## config.mk

```make
export PLATFORM = sky130hd
export DESIGN_NAME = scheduler_multipass
export DESIGN_NICKNAME = d
export VERILOG_FILES = /design/src/rtl/scheduler_multipass.sv
export SDC_FILE = /design/constraint.sdc
export NUM_CORES = 1
export LEC_CHECK = 0
export ABC_AREA = 0
export CAP_MARGIN = 20
export CELL_PAD_IN_SITES_DETAIL_PLACEMENT = 1
export CELL_PAD_IN_SITES_GLOBAL_PLACEMENT = 2
export CORE_MARGIN = 2
export CORE_UTILIZATION = 34
export CTS_CLUSTER_SIZE = 25
export DETAILED_ROUTE_END_ITERATION = 16
export PLACE_DENSITY = 0.89
export SLEW_MARGIN = 20
export SYNTH_ARGS = -nofsm -noshare
export SYNTH_HDL_FRONTEND = slang
export SYNTH_SLANG_ARGS = --single-unit
export TNS_END_PERCENT = 5
```

## constraint.sdc

```tcl
create_clock -name clk -period 2.3 [get_ports clk]
set_input_delay 0.46 -clock clk [delete_from_list [all_inputs] [get_ports clk]]
set_output_delay 0.46 -clock clk [all_outputs]
set_load 0.02 [all_outputs]
```

## src/rtl/scheduler_multipass.sv

```systemverilog
// scheduler_multipass
//   Top-level round scheduler for the accelerator core. For each output
//   position it steps the positioner, runs one or more filter passes
//   (image/filter broadcast + allocator), then hands the result to writeback.
//   It drives the resets/enables of every datapath sub-block and reports
//   job status.
//
// Ports:
//   clk, rst                 clock (rising edge), async active-low reset
//   start                    begin a job (honoured in IDLE and DONE only)
//   positioner_*             round/done status in, advance/reset out
//   image_broadcast_*        round status in, reset out
//   filter_broadcast_*       pass-done status in, reset out
//   filter_pass              current filter pass index
//   allocator_*              done status in, reset out
//   writeback_*              en/done handshake, reset out
//   accel_busy/done/error    job status
//   round_count              rounds completed in the current job
//
// state        | meaning
// -------------+-----------------------------------------------------------
// IDLE         | waiting for start, all sub-blocks held in reset
// START_ROUND  | one cycle: advance positioner on pass 0, reset broadcasters
// HEADSTART    | positioner runs ahead while image broadcast stays in reset
// BROADCASTING | all sub-blocks running, watchdog counting
// WRITEBACK    | writeback requested, waiting for writeback_done
// DONE         | job complete, round_count held
// ERROR        | watchdog expired, sticky until reset

module scheduler_multipass #(
  parameter int HEADSTART_DELAY = 2,
  parameter int DELAY_W         = 4,
  parameter int NUM_PASSES      = 1,
  parameter int PASS_W          = 4,
  parameter int ROUND_W         = 16,
  parameter int TIMEOUT         = 1024,
  parameter int TIMEOUT_W       = 11
) (
  input  logic               clk,
  input  logic               rst,
  input  logic               start,
  input  logic               positioner_round,
  input  logic               positioner_done,
  output logic               positioner_advance,
  output logic               positioner_rst,
  input  logic               image_broadcast_round,
  output logic               image_broadcast_rst,
  input  logic               filter_broadcast_done,
  output logic               filter_broadcast_rst,
  output logic [PASS_W-1:0]  filter_pass,
  input  logic               allocator_done,
  output logic               allocator_rst,
  output logic               writeback_en,
  input  logic               writeback_done,
  output logic               writeback_rst,
  output logic               accel_busy,
  output logic               accel_done,
  output logic               accel_error,
  output logic [ROUND_W-1:0] round_count
);

  typedef enum logic [2:0] {
    S_IDLE, S_START, S_HEAD, S_BCAST, S_WB, S_DONE, S_ERROR
  } state_t;

  // Clamped so the casts below stay legal when the feature is disabled.
  localparam int HS_LAST   = (HEADSTART_DELAY > 0) ? HEADSTART_DELAY - 1 : 0;
  localparam int WD_LAST   = (TIMEOUT > 0) ? TIMEOUT - 1 : 0;
  localparam int PASS_LAST = (NUM_PASSES > 0) ? NUM_PASSES - 1 : 0;

  state_t               state, state_next;
  logic [DELAY_W-1:0]   delay_cnt;
  logic [TIMEOUT_W-1:0] wd_cnt;

  logic delay_last, bcast_complete, wd_expire, last_pass;

  assign delay_last     = (delay_cnt == DELAY_W'(HS_LAST));
  assign bcast_complete = image_broadcast_round & positioner_round &
                          allocator_done & filter_broadcast_done;
  assign wd_expire      = (TIMEOUT != 0) && (wd_cnt == TIMEOUT_W'(WD_LAST));
  assign last_pass      = (filter_pass == PASS_W'(PASS_LAST));

  always_ff @(posedge clk or negedge rst) begin
    if (!rst) state <= S_IDLE;
    else      state <= state_next;
  end

  always_comb begin
    state_next = state;
    case (state)
      S_IDLE:  if (start) state_next = S_START;
      S_START: state_next = (HEADSTART_DELAY == 0) ? S_BCAST : S_HEAD;
      S_HEAD:  if (delay_last) state_next = S_BCAST;
      // Completion is tested first so it wins over a same-cycle timeout.
      S_BCAST: begin
        if (bcast_complete) state_next = S_WB;
        else if (wd_expire) state_next = S_ERROR;
      end
      S_WB: begin
        if (writeback_done) begin
          if (!last_pass)           state_next = S_START;
          else if (positioner_done) state_next = S_DONE;
          else                      state_next = S_START;
        end
      end
      S_DONE:  if (start) state_next = S_START;
      S_ERROR: state_next = S_ERROR;
      default: state_next = S_IDLE;
    endcase
  end

  always_ff @(posedge clk or negedge rst) begin
    if (!rst) begin
      filter_pass <= '0;
      round_count <= '0;
      delay_cnt   <= '0;
      wd_cnt      <= '0;
    end else begin
      case (state)
        S_IDLE, S_DONE: begin
          if (start) begin
            filter_pass <= '0;
            round_count <= '0;
          end
        end
        S_START: begin
          delay_cnt <= '0;
          wd_cnt    <= '0;
        end
        S_HEAD:  delay_cnt <= delay_cnt + DELAY_W'(1);
        S_BCAST: wd_cnt    <= wd_cnt + TIMEOUT_W'(1);
        S_WB: begin
          if (writeback_done) begin
            round_count <= round_count + ROUND_W'(1);
            filter_pass <= last_pass ? '0 : filter_pass + PASS_W'(1);
          end
        end
        default: ;
      endcase
    end
  end

  always_comb begin
    positioner_advance   = 1'b0;
    positioner_rst       = 1'b1;
    image_broadcast_rst  = 1'b1;
    filter_broadcast_rst = 1'b1;
    allocator_rst        = 1'b1;
    writeback_rst        = 1'b1;
    writeback_en         = 1'b0;
    accel_busy           = 1'b0;
    accel_done           = 1'b0;
    accel_error          = 1'b0;
    case (state)
      S_START: begin
        // Later passes reuse the same position, so only pass 0 advances.
        positioner_advance = (filter_pass == '0);
        positioner_rst     = 1'b0;
        writeback_rst      = 1'b0;
        accel_busy         = 1'b1;
      end
      S_HEAD: begin
        positioner_rst       = 1'b0;
        filter_broadcast_rst = 1'b0;
        allocator_rst        = 1'b0;
        writeback_rst        = 1'b0;
        accel_busy           = 1'b1;
      end
      S_BCAST: begin
        positioner_rst       = 1'b0;
        image_broadcast_rst  = 1'b0;
        filter_broadcast_rst = 1'b0;
        allocator_rst        = 1'b0;
        writeback_rst        = 1'b0;
        accel_busy           = 1'b1;
      end
      S_WB: begin
        positioner_rst = 1'b0;
        allocator_rst  = 1'b0;
        writeback_rst  = 1'b0;
        writeback_en   = 1'b1;
        accel_busy     = 1'b1;
      end
      S_DONE:  accel_done  = 1'b1;
      S_ERROR: accel_error = 1'b1;
      default: ;
    endcase
  end

endmodule
```

==> report_table.html <==
<table>
<tr><th>Metric</th><th>Value</th></tr>
<tr><th colspan="2">Power and ir drop</th></tr>
<tr><td>Internal power summed over all cells</td><td>1.86 mW</td></tr>
<tr><td>Part of the power in the clock network</td><td>a little under a quarter</td></tr>
<tr><td>Leakage power</td><td>between 1 and 1.5 nW</td></tr>
<tr><td>Net Sw Frac</td><td>about two fifths</td></tr>
<tr><td>Portion of total power attributed to sequential cells</td><td>between 30% and 40%</td></tr>
<tr><td>Worst IR drop on VDD</td><td>approximately 0.00055 V</td></tr>
<tr><td>Power density normalized to cell area</td><td>1080 mW/mm2</td></tr>
<tr><td>Part of the total power dissipated in combinational logic</td><td>about 44%</td></tr>
<tr><td>NetSw</td><td>about 1.2 mW</td></tr>
<tr><th colspan="2">Layout</th></tr>
<tr><td>Most frequent standard cell in the layout excluding fill and tap cells</td><td>o21ai_0</td></tr>
<tr><td>Commonest non-fill, non-tap cells in the layout</td><td>44 x o21ai_0, 38 x dfrtp_1, 31 x nand2_1</td></tr>
<tr><td>Layout overhead on the synthesized area</td><td>28.6%</td></tr>
<tr><td>Fin cells</td><td>approximately 380</td></tr>
<tr><td>Total non-filler cell area in the finished layout</td><td>0.00286 mm2</td></tr>
<tr><td>Number of diodes added for antenna fixing</td><td>0</td></tr>
<tr><td>Share of cells above drive strength 1</td><td>between 10% and 20%</td></tr>
<tr><td>Nets</td><td>320</td></tr>
<tr><th colspan="2">Drt</th></tr>
<tr><td>Antenna Nets Post-Route</td><td>0</td></tr>
<tr><td>Drt via density</td><td>roughly 5.6</td></tr>
<tr><td>Number of DRC violations after detailed-routing iteration 0</td><td>between 70 and 80</td></tr>
<tr><td>Wire length after detailed routing</td><td>between 6 and 7 mm</td></tr>
<tr><td>Detailed-route DRC error count</td><td>0</td></tr>
<tr><td>DR WL/cell</td><td>between 15 and 20 um</td></tr>
<tr><td>Via total after detailed routing</td><td>2,136</td></tr>
<tr><td>Number of iterations in the first detailed-routing pass</td><td>4</td></tr>
<tr><th colspan="2">Timing</th></tr>
<tr><td>Maximum clock rate</td><td>460 MHz</td></tr>
<tr><td>Transition at the pin with the smallest max-transition slack</td><td>between 400 and 500 ps</td></tr>
<tr><td>Setup skew after layout</td><td>6.48 ps</td></tr>
<tr><td>Final TNS setup</td><td>0 ps</td></tr>
<tr><td>Crit path time final</td><td>around 2200 ps</td></tr>
<tr><td>Setup Viol. Count Final</td><td>0</td></tr>
<tr><td>Ratio of final minimum period to clock period</td><td>a little over nine tenths</td></tr>
<tr><td>Number of failing hold endpoints at the final stage</td><td>0</td></tr>
<tr><td>Number of max-slew violations in the final report</td><td>0</td></tr>
<tr><td>Unrepaired setup endpoints after global routing</td><td>no</td></tr>
<tr><td>Relative max-transition margin</td><td>between 60% and 70%</td></tr>
<tr><td>Hold_ws</td><td>between 100 and 150 ps</td></tr>
<tr><th colspan="2">Worst hold path</th></tr>
<tr><td>HP Class</td><td>input port to async pin</td></tr>
<tr><th colspan="2">Worst setup path</th></tr>
<tr><td>Logic depth of the worst register-to-register path</td><td>6</td></tr>
<tr><td>Worst Setup Start Kind</td><td>flip-flop</td></tr>
<tr><td>Critical Path AT</td><td>~1700 ps</td></tr>
<tr><td>Critical R2R Launch</td><td>state[0]</td></tr>
<tr><td>Register-to-register setup slack</td><td>approximately 480 ps</td></tr>
<tr><td>Crit path kind</td><td>flip-flop to primary output</td></tr>
<tr><td>CP Max Fanout</td><td>17</td></tr>
<tr><td>R2r endpoint</td><td>round_count[14]</td></tr>
<tr><td>Sort of element at the end of the critical path</td><td>primary output</td></tr>
<tr><td>Required time of the critical path</td><td>about 1800 ps</td></tr>
<tr><th colspan="2">Outcome</th></tr>
<tr><td>Run status</td><td>finished clean</td></tr>
<tr><th colspan="2">GRT</th></tr>
<tr><td>Initial antenna violation count</td><td>0</td></tr>
<tr><td>Number of global-route vias before repair</td><td>approximately 2,100</td></tr>
<tr><td>Wire length of the first global-routing pass</td><td>10.2 mm</td></tr>
<tr><td>GRT Total Usage</td><td>17.3%</td></tr>
<tr><td>Total overflow reported by the global router</td><td>0</td></tr>
<tr><td>Pin count of the biggest net entering global routing</td><td>21</td></tr>
<tr><th colspan="2">Synthesis</th></tr>
<tr><td>Mean area per synthesized cell</td><td>8.57 um2</td></tr>
<tr><td>Synthesized cell area</td><td>0.00223 mm2</td></tr>
<tr><td>Number of nets in the synthesized netlist</td><td>around 280</td></tr>
<tr><td>Cell count after synthesis</td><td>260</td></tr>
<tr><td>Cell types occupying the most area after synthesis</td><td>dfrtp_1 43%, o21ai_0 9.9%, nand2_1 5.2%, a31oi_1 3.9%, ha_1 3.4%</td></tr>
<tr><td>Number of warnings printed during yosys synthesis</td><td>0</td></tr>
<tr><td>Share of synthesized flip-flops with an asynchronous set or reset</td><td>100%</td></tr>
<tr><td>Number of synthesized flops with an enable pin</td><td>0</td></tr>
<tr><td>Primary flip-flop cell chosen by synthesis mapping</td><td>dfrtp_1</td></tr>
<tr><td>Library cells used by synthesis</td><td>43</td></tr>
<tr><td>Post-synth top area share</td><td>42.7%</td></tr>
<tr><td>Portion of the post-synthesis area used by sequential elements</td><td>around 43%</td></tr>
<tr><td>Flop and latch count out of synthesis</td><td>38</td></tr>
<tr><td>Cell taking the most area after synthesis</td><td>dfrtp_1</td></tr>
<tr><th colspan="2">Clock network</th></tr>
<tr><td>Number of setup buffers added after CTS</td><td>0</td></tr>
<tr><td>Clock insertion delay at the later pin of the skew report</td><td>approximately 290 ps</td></tr>
<tr><td>Max H-tree Level</td><td>2</td></tr>
<tr><td>Clock input transition at the sequential cells of the worst setup and hold paths</td><td>about 80 ps</td></tr>
<tr><td>CTS tree</td><td>built</td></tr>
<tr><td>Total clock sinks</td><td>38</td></tr>
<tr><td>Number of buffers added by the clock tree synthesis step</td><td>5</td></tr>
<tr><td>Buffers from clock root to sink, at most</td><td>2</td></tr>
<tr><td>CTS Root Buffer Type</td><td>clkbuf_8</td></tr>
<tr><th colspan="2">Die</th></tr>
<tr><td>Row count</td><td>29</td></tr>
<tr><td>Total Die Area</td><td>around 0.0072 mm2</td></tr>
<tr><td>Height of the die</td><td>between 80 and 90 um</td></tr>
<tr><td># IOs</td><td>39</td></tr>
<tr><td>Effective utilization at floorplan</td><td>about a third</td></tr>
<tr><td>Die boundary width</td><td>84.9 um</td></tr>
<tr><td>Placeable core area</td><td>0.00635 mm2</td></tr>
<tr><th colspan="2">Place</th></tr>
<tr><td>Final HPWL DP</td><td>between 4 and 5 mm</td></tr>
<tr><td>Number of port buffers</td><td>38</td></tr>
<tr><td>Standard cell area after detailed placement</td><td>~0.0027 mm2</td></tr>
<tr><td>Placer Congestion</td><td>roughly 0.76</td></tr>
<tr><td>Number of placed instances, taps included</td><td>between 300 and 400</td></tr>
<tr><th colspan="2">Flow run</th></tr>
<tr><td>Number of maximum-capacitance constraint violations</td><td>0</td></tr>
</table>
[logic make-up after synthesis]
kind of cell    count (synthesis)  share of synthesized area (%)
xor+xnor                        1                          0.393
mux                             7                           3.20
fa+ha+maj                       6                           3.37
flops                          38                           42.7
compound gates                 84                           21.7
buf+inv                        27                           5.95
simple gates                   97                           22.7
[power groups by stage]
| stage | Combinational (mW) | Clock (mW) | Sequential (mW) |
|---|---|---|---|
| global placement | 1.38 | 0 | 1.01 |
| detailed placement | 1.42 | 0 | 1.03 |
| finish | 1.37 | 0.710 | 1.02 |
| floorplan | 0.899 | 0 | 1.02 |
| CTS | 1.39 | 0.726 | 1.02 |
| global route | 1.53 | 0.751 | 1.05 |
[Yosys cell counts, types with 6 or more instances]
cell	count
o21ai_0	44
dfrtp_1	38
nand2_1	31
nor2_1	20
a31oi_1	14
a21oi_1	12
inv_1	9
nand3_1	9
and3_1	7
nor3_1	7
clkbuf_1	6
ha_1	6
mux2i_1	6
[critical path, cell delays in order (launching register included)]
cell and delay, ps:
dfrtp_1 400, buf_4 240, and3_1 180, clkdlybuf4s50_1 610
[worst max path at each step]
| stage | from | to |
|---|---|---|
| 6_report | state[2] | accel_error |
| 5_1_grt | state[2] | accel_error |
| 4_1_cts | state[2] | accel_error |
| 3_5_place_dp | filter_pass[0] | positioner_advance |
| 3_3_place_gp | filter_pass[0] | positioner_advance |
| 2_1_floorplan | state[1] | writeback_rst |
[sequential cells by signal (all words and copies together) (netlist names)]
register	count
filter_pass	4
wd_cnt	11
round_count	16
state	3
delay_cnt	4
[metal layers]
layer / GRT usage (%) / vias to the layer above / wire, um
li1: - / 1027 / -
met1: 22.2 / 1060 / 2780
met2: 30.2 / 42 / 3040
met3: 2.92 / 7 / 234
met4: 4.76 / 0 / 62
met5: 0 / - / 0
[layout make-up]
cell class	count	area (um2)
Fill cell	754	3490
Multi-Input combinational cell	195	1140
Sequential cell	38	951
Timing Repair Buffer	55	493
Tap cell	77	96.3
Clock buffer	6	82.6
Clock inverter	2	60.1
Inverter	10	37.5
[stage by stage]
| stage | util, % | setup WS (ps) | total power, mW |
|---|---|---|---|
| after floorplan | - | 183 | 1.92 |
| after global placement | 43.0 | 148 | 2.39 |
| after detailed placement | 43.0 | 117 | 2.45 |
| after CTS | 45.1 | 105 | 3.13 |
| after global routing | 45.1 | 32.3 | 3.33 |
| final | 45.1 | 126 | 3.10 |
[timing repair]
| item | CTS | global route |
|---|---|---|
| hold buffers | 0 | 0 |
| gates resized for setup | 8 | 0 |
| endpoints found under the setup margin | 8 | 0 |
Note: power is estimated with default switching activity, not from simulation.
